### config.mk
export PLATFORM = sky130hd
export DESIGN_NAME = dispatch_ctrl
export DESIGN_NICKNAME = d
export VERILOG_FILES = /design/src/rtl/dispatch_ctrl.sv
export SDC_FILE = /design/constraint.sdc
export NUM_CORES = 1
export LEC_CHECK = 0
export ABC_AREA = 1
export BUFFER_PORTS_ARGS = -buffer_cell sky130_fd_sc_hd__buf_4
export CORE_ASPECT_RATIO = 0.8
export CORE_MARGIN = 4
export CORE_UTILIZATION = 51
export DETAILED_ROUTE_END_ITERATION = 7
export GPL_TIMING_DRIVEN = 0
export PLACE_DENSITY = 0.88
export SYNTH_ARGS = -nofsm -noshare
export SYNTH_HDL_FRONTEND = slang
export SYNTH_SLANG_ARGS = --single-unit
export TNS_END_PERCENT = 1
### constraint.sdc
create_clock -name clk -period 3.9 [get_ports clk]
set_input_delay 0.78 -clock clk [delete_from_list [all_inputs] [get_ports clk]]
set_output_delay 0.78 -clock clk [all_outputs]
set_load 0.02 [all_outputs]
### src/rtl/dispatch_ctrl.sv
// In-order single-issue dispatch: one holding register steered by FU type to ALU/Branch/LSU, credit-gated.
// Latency 1 cycle handshake->issue; o_ready drops while the held entry lacks a credit. Optional DISPATCH_PERF_EN.
module dispatch_ctrl #(
  parameter int PC_W      = 9,
  parameter int PAYLOAD_W = 64,
  parameter int ALU_CRED  = 8,
  parameter int BR_CRED   = 4,
  parameter int LSU_CRED  = 8
) (
  input  logic                 clk,
  input  logic                 rst_n,
  input  logic                 i_valid,
  input  logic [1:0]           i_futype,
  input  logic [PC_W-1:0]      i_pc,
  input  logic [PAYLOAD_W-1:0] i_payload,
  output logic                 o_ready,
  input  logic                 i_flush,
  input  logic                 i_alu_cred,
  input  logic                 i_br_cred,
  input  logic                 i_lsu_cred,
  output logic                 o_alu_valid,
  output logic                 o_br_valid,
  output logic                 o_lsu_valid,
  output logic [PC_W-1:0]      o_pc,
  output logic [PAYLOAD_W-1:0] o_payload,
  output logic                 o_illegal,
  output logic                 o_cred_err,
  output logic [31:0]          o_stall_cnt
);

  localparam logic [1:0] FU_ALU = 2'b00;
  localparam logic [1:0] FU_BR  = 2'b01;
  localparam logic [1:0] FU_LSU = 2'b10;
  localparam logic [1:0] FU_ILL = 2'b11;

  localparam int ALU_W = $clog2(ALU_CRED + 1);
  localparam int BR_W  = $clog2(BR_CRED + 1);
  localparam int LSU_W = $clog2(LSU_CRED + 1);

  localparam logic [ALU_W-1:0] ALU_MAX = ALU_W'(ALU_CRED);
  localparam logic [BR_W-1:0]  BR_MAX  = BR_W'(BR_CRED);
  localparam logic [LSU_W-1:0] LSU_MAX = LSU_W'(LSU_CRED);

  logic                 r_hold_v;
  logic [1:0]           r_hold_fu;
  logic [PC_W-1:0]      r_hold_pc;
  logic [PAYLOAD_W-1:0] r_hold_payload;
  logic [ALU_W-1:0]     r_alu_cnt;
  logic [BR_W-1:0]      r_br_cnt;
  logic [LSU_W-1:0]     r_lsu_cnt;
  logic                 r_cred_err;

  logic w_cred_nz;
  logic w_issue;
  logic w_illegal;
  logic w_drain;
  logic w_ready;
  logic w_load;
  logic w_alu_iss;
  logic w_br_iss;
  logic w_lsu_iss;
  logic w_alu_ovf;
  logic w_br_ovf;
  logic w_lsu_ovf;

  always_comb begin
    w_cred_nz = 1'b0;
    case (r_hold_fu)
      FU_ALU:  w_cred_nz = (r_alu_cnt != '0);
      FU_BR:   w_cred_nz = (r_br_cnt  != '0);
      FU_LSU:  w_cred_nz = (r_lsu_cnt != '0);
      default: w_cred_nz = 1'b0;
    endcase
  end

  // Illegal entries drain without issuing so the decoder never deadlocks on them.
  assign w_issue   = r_hold_v & w_cred_nz & (r_hold_fu != FU_ILL);
  assign w_illegal = r_hold_v & (r_hold_fu == FU_ILL);
  assign w_drain   = w_issue | w_illegal;
  assign w_ready   = ~r_hold_v | w_drain;
  assign w_load    = i_valid & w_ready & ~i_flush;

  assign w_alu_iss = w_issue & (r_hold_fu == FU_ALU);
  assign w_br_iss  = w_issue & (r_hold_fu == FU_BR);
  assign w_lsu_iss = w_issue & (r_hold_fu == FU_LSU);

  assign o_ready     = w_ready;
  assign o_alu_valid = w_alu_iss;
  assign o_br_valid  = w_br_iss;
  assign o_lsu_valid = w_lsu_iss;
  assign o_pc        = r_hold_pc;
  assign o_payload   = r_hold_payload;
  assign o_illegal   = w_illegal;
  assign o_cred_err  = r_cred_err;

  always_ff @(posedge clk or negedge rst_n) begin
    if (!rst_n) begin
      r_hold_v       <= 1'b0;
      r_hold_fu      <= FU_ALU;
      r_hold_pc      <= '0;
      r_hold_payload <= '0;
    end else if (w_load) begin
      r_hold_v       <= 1'b1;
      r_hold_fu      <= i_futype;
      r_hold_pc      <= i_pc;
      r_hold_payload <= i_payload;
    end else if (w_drain | i_flush) begin
      r_hold_v <= 1'b0;
    end
  end

  // A return with no issue at a full counter is a protocol error from the RS.
  assign w_alu_ovf = i_alu_cred & ~w_alu_iss & (r_alu_cnt == ALU_MAX);
  assign w_br_ovf  = i_br_cred  & ~w_br_iss  & (r_br_cnt  == BR_MAX);
  assign w_lsu_ovf = i_lsu_cred & ~w_lsu_iss & (r_lsu_cnt == LSU_MAX);

  always_ff @(posedge clk or negedge rst_n) begin
    if (!rst_n) begin
      r_alu_cnt <= ALU_MAX;
    end else if (w_alu_iss & ~i_alu_cred) begin
      r_alu_cnt <= r_alu_cnt - 1'b1;
    end else if (i_alu_cred & ~w_alu_iss & ~w_alu_ovf) begin
      r_alu_cnt <= r_alu_cnt + 1'b1;
    end
  end

  always_ff @(posedge clk or negedge rst_n) begin
    if (!rst_n) begin
      r_br_cnt <= BR_MAX;
    end else if (w_br_iss & ~i_br_cred) begin
      r_br_cnt <= r_br_cnt - 1'b1;
    end else if (i_br_cred & ~w_br_iss & ~w_br_ovf) begin
      r_br_cnt <= r_br_cnt + 1'b1;
    end
  end

  always_ff @(posedge clk or negedge rst_n) begin
    if (!rst_n) begin
      r_lsu_cnt <= LSU_MAX;
    end else if (w_lsu_iss & ~i_lsu_cred) begin
      r_lsu_cnt <= r_lsu_cnt - 1'b1;
    end else if (i_lsu_cred & ~w_lsu_iss & ~w_lsu_ovf) begin
      r_lsu_cnt <= r_lsu_cnt + 1'b1;
    end
  end

  always_ff @(posedge clk or negedge rst_n) begin
    if (!rst_n) begin
      r_cred_err <= 1'b0;
    end else if (w_alu_ovf | w_br_ovf | w_lsu_ovf) begin
      r_cred_err <= 1'b1;
    end
  end

`ifdef DISPATCH_PERF_EN
  logic        w_stall;
  logic [31:0] r_stall_cnt;

  assign w_stall = r_hold_v & (r_hold_fu != FU_ILL) & ~w_cred_nz;

  always_ff @(posedge clk or negedge rst_n) begin
    if (!rst_n) begin
      r_stall_cnt <= '0;
    end else if (w_stall) begin
      r_stall_cnt <= r_stall_cnt + 32'd1;
    end
  end

  assign o_stall_cnt = r_stall_cnt;
`else
  assign o_stall_cnt = 32'd0;
`endif

endmodule

[After elaboration in Yosys (flattened, before gate mapping)]
Cells that the tools add are included.
Operators by class
  $add $sub $neg: 6
  eq/ne operators: 7
  muxes and demuxes: 9
  bitwise gates (word level): 36
  reduce and logical (&&, ||, !) cells: 8
Operator list (number)
  $and A1 B1 Y1: 20
  $mux W4: 4
  $not A1 Y1: 11
  $add A4 B1 Y4 const B: 2
  $eq A4 B4 Y1 const B: 2
  $reduce_bool A2 Y1: 4
  $reduce_bool A4 Y1: 2
  $sub A4 B1 Y4 const B: 2
  $mux W3: 2
  $or A1 B1 Y1: 5
  $eq A2 B2 Y1 const B: 2
  $add A3 B1 Y3 const B: 1
  $eq A3 B3 Y1 const B: 1
  $pmux W1 S3: 1
  $reduce_bool A3 Y1: 1
  $sub A3 B1 Y3 const B: 1
  $eq A2 B1 Y1 const B: 1
  $logic_not A2 Y1: 1
  $mux W1: 2
  $ne A2 B2 Y1 const B: 1
Word-level totals
  register bits after elaboration: 88
  input port bits: 82
  output and inout port bits: 111
  word-level logic and storage cells: 74

[Depth between registers and ports, before layout]
Gate-level depths: netlist of the first run.
  depth after elaboration: 12
  mapped depth: 16
  gate-level depth less buffers: 16

[Worst setup path before layout of the first run]
OpenSTA, ideal clock, no wires.
  path type: register to register
  start: register r_br_cnt[2]
  end: register r_lsu_cnt[3]
  library setup time: 0.076 ns
  data arrival time: 2.016 ns
  data required time: 3.824 ns
  slack: 1.808 ns
  cell stages (with the launch flop): 17
  buffers on the path: 0
  clock period less this slack: 2.092 ns
  cells stage by stage: dfstp_2 > inv_1 > nand2_1 > nand2_1 > nand3_2 > nand3_1 > or2_4 > inv_1 > ha_1 > nand2_1 > nand2_1 > a31oi_1 > inv_1 > nand2_1 > nand2_1 > nand2_1 > nand2_1
On the way
  word-level cells in the longest chain between the ends: 11
  elaborated cells on any way between the ends: 13
  those cells by class: mux (2); bitwise (9); reduce/logical (2)
RTL lines
  start: declaration: RTL line 49  | logic [BR_W-1:0] r_br_cnt;
  start signal: assignment: RTL line 131  | r_br_cnt <= r_br_cnt - 1'b1;
  start signal: assignment: RTL line 133  | r_br_cnt <= r_br_cnt + 1'b1;
  $reduce_bool A3 Y1 *: RTL line 70  | FU_BR: w_cred_nz = (r_br_cnt != '0);
  $pmux W1 S3 *: RTL line 68  | case (r_hold_fu)
  $and A1 B1 Y1 * (2 in series): RTL line 77  | assign w_issue = r_hold_v & w_cred_nz & (r_hold_fu != FU_ILL);
  $and A1 B1 Y1 *: RTL line 85  | assign w_lsu_iss = w_issue & (r_hold_fu == FU_LSU);
  $not A1 Y1: RTL line 115, 142
  $and A1 B1 Y1: RTL line 115, 142
  $and A1 B1 Y1: RTL line 115  | assign w_lsu_ovf = i_lsu_cred & ~w_lsu_iss & (r_lsu_cnt == LSU_MAX);
  $not A1 Y1: RTL line 142  | end else if (i_lsu_cred & ~w_lsu_iss & ~w_lsu_ovf) begin
  $and A1 B1 Y1: RTL line 142
  $reduce_bool A2 Y1 (no line)
  end signal: assignment: RTL line 141  | r_lsu_cnt <= r_lsu_cnt - 1'b1;
  end signal: assignment: RTL line 143  | r_lsu_cnt <= r_lsu_cnt + 1'b1;
  end: declaration: RTL line 50  | logic [LSU_W-1:0] r_lsu_cnt;
Mark *: on every way between the ends. The rest lies on a longest branch, timed or not.
A chain may end at the register's enable or synchronous reset.

[Final worst setup path of the first run]
  start: register r_lsu_cnt[0]
  end: output o_ready
On the way
  word-level cells in the longest chain between the ends: 6
RTL lines
  $reduce_bool A4 Y1: RTL line 71  | FU_LSU: w_cred_nz = (r_lsu_cnt != '0);
  $pmux W1 S3: RTL line 68
  $and A1 B1 Y1 (2 in series): RTL line 77
  $or A1 B1 Y1: RTL line 79  | assign w_drain = w_issue | w_illegal;
  $or A1 B1 Y1: RTL line 80  | assign w_ready = ~r_hold_v | w_drain;
  end: declaration: RTL line 16  | output logic o_ready,
Every way passes these cells.

==> results of run 1 <==
==> state kept, by name, indices dropped and copies added, names as in the netlist <==
register    cells
o_cred_err      1
o_payload      64
o_pc            9
r_alu_cnt       4
r_br_cnt        3
r_hold_fu       2
r_hold_v        1
r_lsu_cnt       4
==> final timing paths <==
path                                    start             to  slack (ns)  depth (start not counted)
worst max-delay path             r_lsu_cnt[0]        o_ready        1.33                          7
worst min-delay path            o_payload[25]  o_payload[25]        0.48                          2
worst max register to register   r_lsu_cnt[3]   r_alu_cnt[3]        1.56                         15
worst min register to register  o_payload[25]  o_payload[25]        0.48                          2
max in group asynchronous               rst_n   r_lsu_cnt[1]        2.57                          1
min in group asynchronous               rst_n   o_payload[8]        0.60                          1
==> through the flow <==
stage | instances | power (mW)
after global placement | 781 | 2.39
after global routing | 797 | 3.32
after CTS | 797 | 3.15
after detailed placement | 781 | 2.45
after floorplan | 513 | 1.97
final | 797 | 3.13
==> routing by layer <==
layer,routed length (µm),global-route usage [%],vias up,part of all wire (%)
met5,0,0,-,0
met1,4090,26.8,1755,39
met3,952,6.13,14,9.0
li1,-,-,1866,-
met2,5330,37.9,167,50
met4,198,7.80,0,1.9
==> placed cells by master (no fill, tap or decap), types with 4 or more instances in the layout <==
cell type	n
a21oi_1	4
buf_1	5
buf_2	7
buf_4	197
buf_6	4
clkbuf_8	10
conb_1	32
dfrtp_1	85
ha_1	4
inv_1	27
nand2_1	177
nand3_1	83
nand4_1	4
nor2_1	13
o21ai_0	4
==> Yosys cell counts, drive strengths merged <==
cell | number | area share (%)
dfstp | 3 | 1.9
nand2 | 180 | 17
or2 | 2 | 0.42
buf | 53 | 9.1
a21oi | 4 | 0.48
nor2 | 14 | 1.3
xor2 | 3 | 0.63
clkbuf | 3 | 0.27
fa | 3 | 1.4
ha | 4 | 1.2
conb | 1 | 0.090
nand3 | 84 | 10
a31oi | 2 | 0.30
dfrtp | 85 | 51
o21ai | 4 | 0.48
xnor2 | 2 | 0.42
nand4 | 4 | 0.60
inv | 27 | 2.4
nand3b | 4 | 1.0
==> power by group <==
group | total, mW | internal [mW] | switching, mW | leakage, nW
Clock | 0.707 | 0.382 | 0.325 | 0.117
Combinational | 1.14 | 0.481 | 0.658 | 2.18
Sequential | 1.29 | 1.14 | 0.150 | 1.07
==> area by class of cell <==
type,instances,area (µm²)
Multi-Input combinational cell,342,1580
Clock buffer,10,138
Clock inverter,6,91.3
Sequential cell,88,2210
Tap cell,108,135
Buffer,56,388
Inverter,27,101
Timing Repair Buffer,160,1200
Fill cell,596,2110
==> cells by family after synthesis <==
| logic type | synth area share [%] |
|---|---|
| AND/OR/NAND/NOR | 30.1 |
| flip-flops | 53.0 |
| buffers and inverters | 11.8 |
| AO/OA/AOI/OAI | 1.26 |
| adder cells (fa/ha/maj) | 2.65 |
| XOR/XNOR | 1.05 |
| other | 0.0902 |
==> tightest hold or removal path, cell delays in order, from the launching register on <==
cell	delay, ns
dfrtp_1	0.35
nand2_1	0.05
nand2_1	0.04
==> metrics.cfg, run 1 <==
[global_routing]
grt.overflow.total=0
grt_pass1_wl_mm=16.8
grt_antenna_before_repair=0
grt_usage_pct=22.0
grt_start_max_net_pins=89
grt_pass1_vias=3676

[setup_path]
critPathSlowestCell=dfrtp_1
cp.required_ns=3.12
crit_family=simple AND/OR/NAND/NOR gates
start_kind=register
cp_max_fo=10
path_cells=nor2_1 -> nand2_1 -> nand2_1 -> nand3_2 -> nand3b_4 -> buf_2 -> buf_4
cpMostUsedCell=nand2_1
endpoint_kind=primary output
cp_num_buf_inv=2
arrival_ns=1.79
setup.worst_path.class=reg -> out
cpPeakStageDelay_ns=0.43

[synth]
ys_seq_area_share_pct=53.0
synth_seq_cells=88
yosys.cell_types.count=27
yosys_warnings=0
syn_area_per_cell_um2=8.63
syn_inst=482
syn-cell-area_um2=4160

[clock_tree]
cts_buffers=9
clkTransAtPathRegs_ns=0.09
cts_max_path_buffers=2
clock-sinks=88
cts_htree_levels=3
cts_resized=0
cts_tree=yes
clock-root-buffer=clkbuf_8
clk_latency_ns=0.35
holdBufCountCts=0
post_cts_buffers=0

[die]
core_um2=7950
rows=29
start_util_pct=52.3
dieWidth_um=109
pin_count=193
dieHeight_um=88.8
die_area_um2=9670

[cells_and_area]
fin_nets=773
fin_util_pct=73.5
final_cell_area_um2=5840
drive_above_1_share_pct=34.1
syn_to_final_growth_pct=40.4
n_antenna_cell=0

[hold_path]
worstHoldPathType=reg -> reg

[placed_design]
dp_slack_ns=1.58
numPortBuffers=160
dpl_cell_area_um2=5610
place_congestion=0.829
dp_hpwl_mm=8.23

[timing]
setup_ws_ns=1.33
skew_ns=0.00803
fin_crit_ns=2.57
final_hold_viol_count=0
setup_viol=0
rsz0062_at_grt=no
drv_slew=0
whs_ns=0.478
fmax_ghz=0.389
setup_tns_ns=0
slew_headroom_pct=27.3
period_share_pct=66.0
tightest_slew_ns=1.09

[power_and_ir_drop]
power_density_nw_per_um2=536
power.leakage_nw=3.37
ir_worst_vdd_mv=0.268

[flow_run]
cap_viol_max_count=0

[route]
first_pass_iters=4
drt_first_iter_violations=194
drc_errors=0
detail_route.vias_per_cell=4.77
routed_wl_mm=10.6
vias=3802
drtAntennaViolNets=0
wl_per_cell_um=13.3

[run_status]
status=completed

No activity file was read; power rests on OpenSTA's default activity.
==> run 2: changes to the inputs <==
ABC_AREA = 0   (was 1)
CORE_UTILIZATION = 43   (was 51)
PLACE_DENSITY = 0.79   (was 0.88)
clock period = 2.25 ns   (was 3.9 ns; I/O delays follow)
==> run 2 against run 1 <==
- area after synthesis is 4.7% higher
- clock-buffer cell count is 1 lower
- die area is 22% higher
- largest cell class unchanged
- hold slack worse by 0.19 ns
- cell count is 17% lower
==> metrics.cfg, run 2 <==
[setup_path]
setup.worst_path.class=reg -> out
cp_max_fo=6
start_kind=register
arrival_ns=1.77
cp.required_ns=1.80
endpoint_kind=primary output

[clock_tree]
clk_latency_ns=0.33
clkTransAtPathRegs_ns=0.06
cts_tree=yes
cts_max_path_buffers=2
clock-sinks=88
cts_buffers=9
holdBufCountCts=0
cts_htree_levels=3
clock-root-buffer=clkbuf_16

[global_routing]
grt.overflow.total=0
grt_pass1_vias=3193
grt_start_max_net_pins=89
grt_usage_pct=17.5
grt_pass1_wl_mm=16.6
grt_antenna_before_repair=0

[cells_and_area]
final_cells=664
syn_to_final_growth_pct=46.8
layout_common_cells=202 x buf_4, 79 x dfrtp_1, 59 x mux2_4, 32 x conb_1, 16 x mux2_2
n_antenna_cell=0
drive_above_1_share_pct=61.4
largest_register_ffs=64
final_common_cell=buf_4
fin_nets=612

[synth]
synth_compound_area_share_pct=5.52
synth.most_common_cell=dfrtp_1
synth_edf_count=0
synth_fa_ha_area_share_pct=2.53
synthSimpleGateAreaFrac_pct=5.95
syn_inst=312
syn-cell-area_um2=4360
yosys_warnings=0
synthMuxAreaShare_pct=24.7
synth_area_leaders=dfrtp_1 49%, mux2_4 20%, buf_4 5.5%, mux2_2 4.1%, buf_12 2.8%
synthXorXnorAreaFrac_pct=0.804
synth-main-ff-cell=dfrtp_1
synth_seq_cells=88
yosys.area.top_type_share_pct=48.8
yosys.area.top_type=dfrtp_1
postSynth.asyncResetShare_pct=100
synth_common_cells=85 x dfrtp_1, 59 x mux2_4, 32 x buf_4
yosys.cell_types.count=50
synth_top_family_by_area=multiplexers
syn_area_per_cell_um2=14.0
ys_seq_area_share_pct=50.6

[die]
dieWidth_um=121
dieHeight_um=98.0
rows=32
start_util_pct=44.6
pin_count=193
die_area_um2=11800
core_um2=9770

[run_status]
status=completed

[route]
vias=3126
drtAntennaViolNets=0
routed_wl_mm=10.6
detail_route.vias_per_cell=4.71
drt_first_iter_violations=143
wl_per_cell_um=16.0
first_pass_iters=4
drc_errors=0

[placed_design]
dp_hpwl_mm=7.63
place_congestion=0.847
numPortBuffers=160
dp_slack_ns=-0.326
place_inst=639

[timing]
fmax_ghz=0.451
rsz0062_at_grt=yes
final_hold_viol_count=0
skew_ns=0.00563
slew_headroom_pct=26.9
tightest_slew_ns=1.10
fin_crit_ns=2.22
period_share_pct=98.6
setup_viol=0
drv_slew=0
setup_ws_ns=0.0311

[power_and_ir_drop]
sequentialPowerShare_pct=36.2
power_density_nw_per_um2=1020
power.leakage_nw=3.14
clockPowerShare_pct=28.4
p_sw_mw=2.10
p_sw_share_pct=32.3
pwr-share-comb_pct=35.4
ir_worst_vdd_mv=0.633
internal-power_mw=4.41

[flow_run]
cap_viol_max_count=0

[hold_path]
worstHoldPathType=in -> reg

-- run 2: changes by cell type in the layout (fill, tap and decap cells not counted), sizes merged, moves of 4 or more --
cell | previous run | this run
nor2 | 14 | 6
nand2 | 180 | 8
mux2 | 0 | 75
a21oi | 4 | 8
inv | 28 | 14
o21ai | 4 | 12
nand3 | 84 | 5
nor3 | 0 | 8
-- run 2: kinds of logic (layout without fill, tap and decap cells) --
kind of cell             after synthesis  in the layout
AO/OA/AOI/OAI                         36             36
XOR/XNOR                               4              4
adder cells (fa/ha/maj)                7              7
buffers and inverters                 53            238
flip-flops                            88             88
multiplexers                          76             76
other                                  1             32
AND/OR/NAND/NOR                       47             47
-- run 2: stage by stage --
step           hold WS [ns]  TNS [ns]  instance area, µm²  utilization (%)  total power, mW
2_1_floorplan         0.154         0                4470                -             3.66
3_3_place_gp          0.492    -0.273                5840             59.8             4.42
3_5_place_dp          0.497    -0.789                5840             59.8             4.51
4_1_cts               0.269  -0.00697                6280             64.2             6.44
5_1_grt               0.267   -0.0978                6390             65.4             6.82
6_report              0.283         0                6390             65.4             6.50
-- run 2: cell type report --
| type | count | area (µm²) |
|---|---|---|
| Clock buffer | 9 | 225 |
| Tap cell | 136 | 170 |
| Clock inverter | 7 | 149 |
| Sequential cell | 88 | 2210 |
| Multi-Input combinational cell | 202 | 1940 |
| Timing Repair Buffer | 170 | 1280 |
| Buffer | 41 | 380 |
| Inverter | 11 | 41.3 |
| Fill cell | 746 | 3380 |
-- run 2: final timing paths --
path / end / from / cells after the start / slack (ns)
setup / recovery: o_ready / r_alu_cnt[1] / 4 / 0.03
hold / removal: r_hold_v / i_flush / 2 / 0.28
setup reg to reg: r_br_cnt[2] / r_hold_fu[1] / 7 / 0.07
hold reg to reg: o_payload[1] / o_payload[1] / 1 / 0.51
max in group asynchronous: r_hold_v / rst_n / 1 / 1.15
min in group asynchronous: o_payload[41] / rst_n / 1 / 0.31
-- run 2: repair_timing --
action	in CTS	in global routing
resized for setup	10	15
endpoints found under the setup margin	6	6
pin swaps	2	4
setup buffers	2	8
-- run 2: critical path, cell delays in order, from the launching register on --
cell and delay, ns:
dfrtp_2 0.47, or4_4 0.58, o22ai_4 0.14, a21oi_2 0.08, buf_4 0.18
-- run 2: power by group through the flow --
stage	sequential [mW]	clock [mW]	combinational (mW)
5_1_grt	2.40	1.96	2.46
3_5_place_dp	2.31	0	2.20
6_report	2.35	1.85	2.30
3_3_place_gp	2.28	0	2.13
4_1_cts	2.31	1.88	2.24
2_1_floorplan	2.60	0	1.06
-- run 2: metal layers --
metal  part of all wire (%)  track usage (%)  vias to the layer above
met5                      0                0                        -
met4                    1.8             5.14                        0
met3                    7.8             5.50                       16
met2                     49             28.6                      147
met1                     42             22.3                     1506
li1                       -                -                     1457
==> run 3: changes to the inputs <==
CELL_PAD_IN_SITES_DETAIL_PLACEMENT = 0   (was unset)
CELL_PAD_IN_SITES_GLOBAL_PLACEMENT = 1   (was unset)
CORE_UTILIZATION = 33   (was 43)
PLACE_DENSITY = 0.78   (was 0.79)
==> run 3 against run 2 <==
- core utilization shrank 15 points
- register-to-register slack got worse by 0.05 ns
- flip-flop and latch count is the same
- sequential power hardly changed
- critical path type is now reg -> reg
- largest cell class unchanged
==> metrics.cfg, run 3 (synthesis results as in run 2) <==
[timing]
slew_headroom_pct=26.3
rsz0062_at_grt=yes
skew_ns=0.00818
setup_tns_ns=0
whs_ns=0.268
setup_viol=0
fmax_ghz=0.449
period_share_pct=98.9
final_hold_viol_count=0
fin_crit_ns=2.23
drv_slew=0
tightest_slew_ns=1.11

[power_and_ir_drop]
clockPowerShare_pct=24.9
p_sw_share_pct=34.0
internal-power_mw=4.11
sequentialPowerShare_pct=37.5
power.leakage_nw=3.11
p_sw_mw=2.12
pwr-share-comb_pct=37.6
power_density_nw_per_um2=970
p_total_mw=6.24
ir_worst_vdd_mv=0.383

[setup_path]
cp_max_fo=8
start_kind=register
arrival_ns=2.47
cp.required_ns=2.50
setup.worst_path.class=reg -> reg
endpoint_kind=register

[die]
start_util_pct=33.8
pin_count=193
dieHeight_um=111
die_area_um2=15100
core_um2=12900
rows=37
dieWidth_um=136

[cells_and_area]
largest_register_ffs=64
final_cells=705
drive_above_1_share_pct=61.9
fin_nets=614
n_antenna_cell=0
layout_common_cells=204 x buf_4, 80 x dfrtp_1, 59 x mux2_4, 32 x conb_1, 16 x mux2_2
final_cell_area_um2=6430
final_common_cell=buf_4
syn_to_final_growth_pct=47.7

[route]
detail_route.vias_per_cell=4.38
drc_errors=0
routed_wl_mm=10.7
drt_first_iter_violations=88
first_pass_iters=4
vias=3085
drtAntennaViolNets=0
wl_per_cell_um=15.2

[placed_design]
place_congestion=0.752
numPortBuffers=160
place_inst=678
dpl_cell_area_um2=5890
dp_hpwl_mm=7.90

[global_routing]
grt_pass1_vias=3167
grt_usage_pct=13.6
grt_pass1_wl_mm=16.4
grt.overflow.total=0
grt_antenna_before_repair=0
grt_start_max_net_pins=89

[clock_tree]
clk_latency_ns=0.33
holdBufCountCts=0
clkTransAtPathRegs_ns=0.06
clock-sinks=88
cts_buffers=9
cts_htree_levels=3
cts_tree=yes
cts_max_path_buffers=2
clock-root-buffer=clkbuf_16

[hold_path]
worstHoldPathType=in -> reg

[flow_run]
cap_viol_max_count=0

[run_status]
status=completed

## run 3: cell type report
cell class,instances,area [µm²]
fill,1186,6440
sequential,88,2210
multi-input combinational,202,1980
timing repair buffer,172,1290
buffer,41,380
clock buffer,9,225
tap,175,219
clock inverter,7,86.3
inverter,11,41.3
## run 3: power groups by stage
stage / combinational, mW / clock, mW / sequential, mW
6_report: 2.35 / 1.55 / 2.34
4_1_cts: 2.23 / 1.61 / 2.30
3_3_place_gp: 2.15 / 0 / 2.29
3_5_place_dp: 2.19 / 0 / 2.31
2_1_floorplan: 1.06 / 0 / 2.60
5_1_grt: 2.52 / 1.68 / 2.39
## run 3: final timing paths
check	start	endpoint	slack, ns	cells past startpoint
worst max-delay path	r_hold_fu[1]	r_alu_cnt[3]	0.02	8
worst min-delay path	i_flush	r_hold_v	0.27	2
worst max register to register	r_hold_fu[1]	r_alu_cnt[3]	0.02	8
worst min register to register	o_pc[8]	o_pc[8]	0.51	1
max in group asynchronous	rst_n	r_alu_cnt[0]	1.15	1
min in group asynchronous	rst_n	o_payload[39]	0.33	1
## run 3: layer usage
metal  share of wire (%)  vias to the layer above  routed length [µm]  global-route usage, %
met3                 7.2                       15                 768                   3.49
met1                  42                     1482                4550                   16.8
li1                    -                     1470                   -                      -
met5                   0                        -                   0                      0
met4                 1.9                        0                 207                   4.57
met2                  49                      118                5210                   22.9
## run 3: metrics by stage
step | util, % | worst slack (ns)
after floorplan | - | 0.00534
after detailed placement | 45.8 | -0.288
after global routing | 50.0 | -0.0498
after CTS | 48.5 | -0.0691
after global placement | 45.8 | -0.224
final | 50.0 | 0.0248
## run 3: worst max-delay path: stages (launching register included)
cell      delay [ns]
dfrtp_2         0.45
or3b_4          0.45
nor3_4          0.18
buf_4           0.17
ha_4            0.16
nand3_1         0.13
and2_4          0.18
a221o_1         0.35
o221ai_1        0.07
## run 3: repair_timing
| item | in CTS | in global routing |
|---|---|---|
| setup buffers | 0 | 12 |
| resized for setup | 9 | 21 |
| setup endpoints to repair | 6 | 6 |
| pin swaps | 0 | 6 |
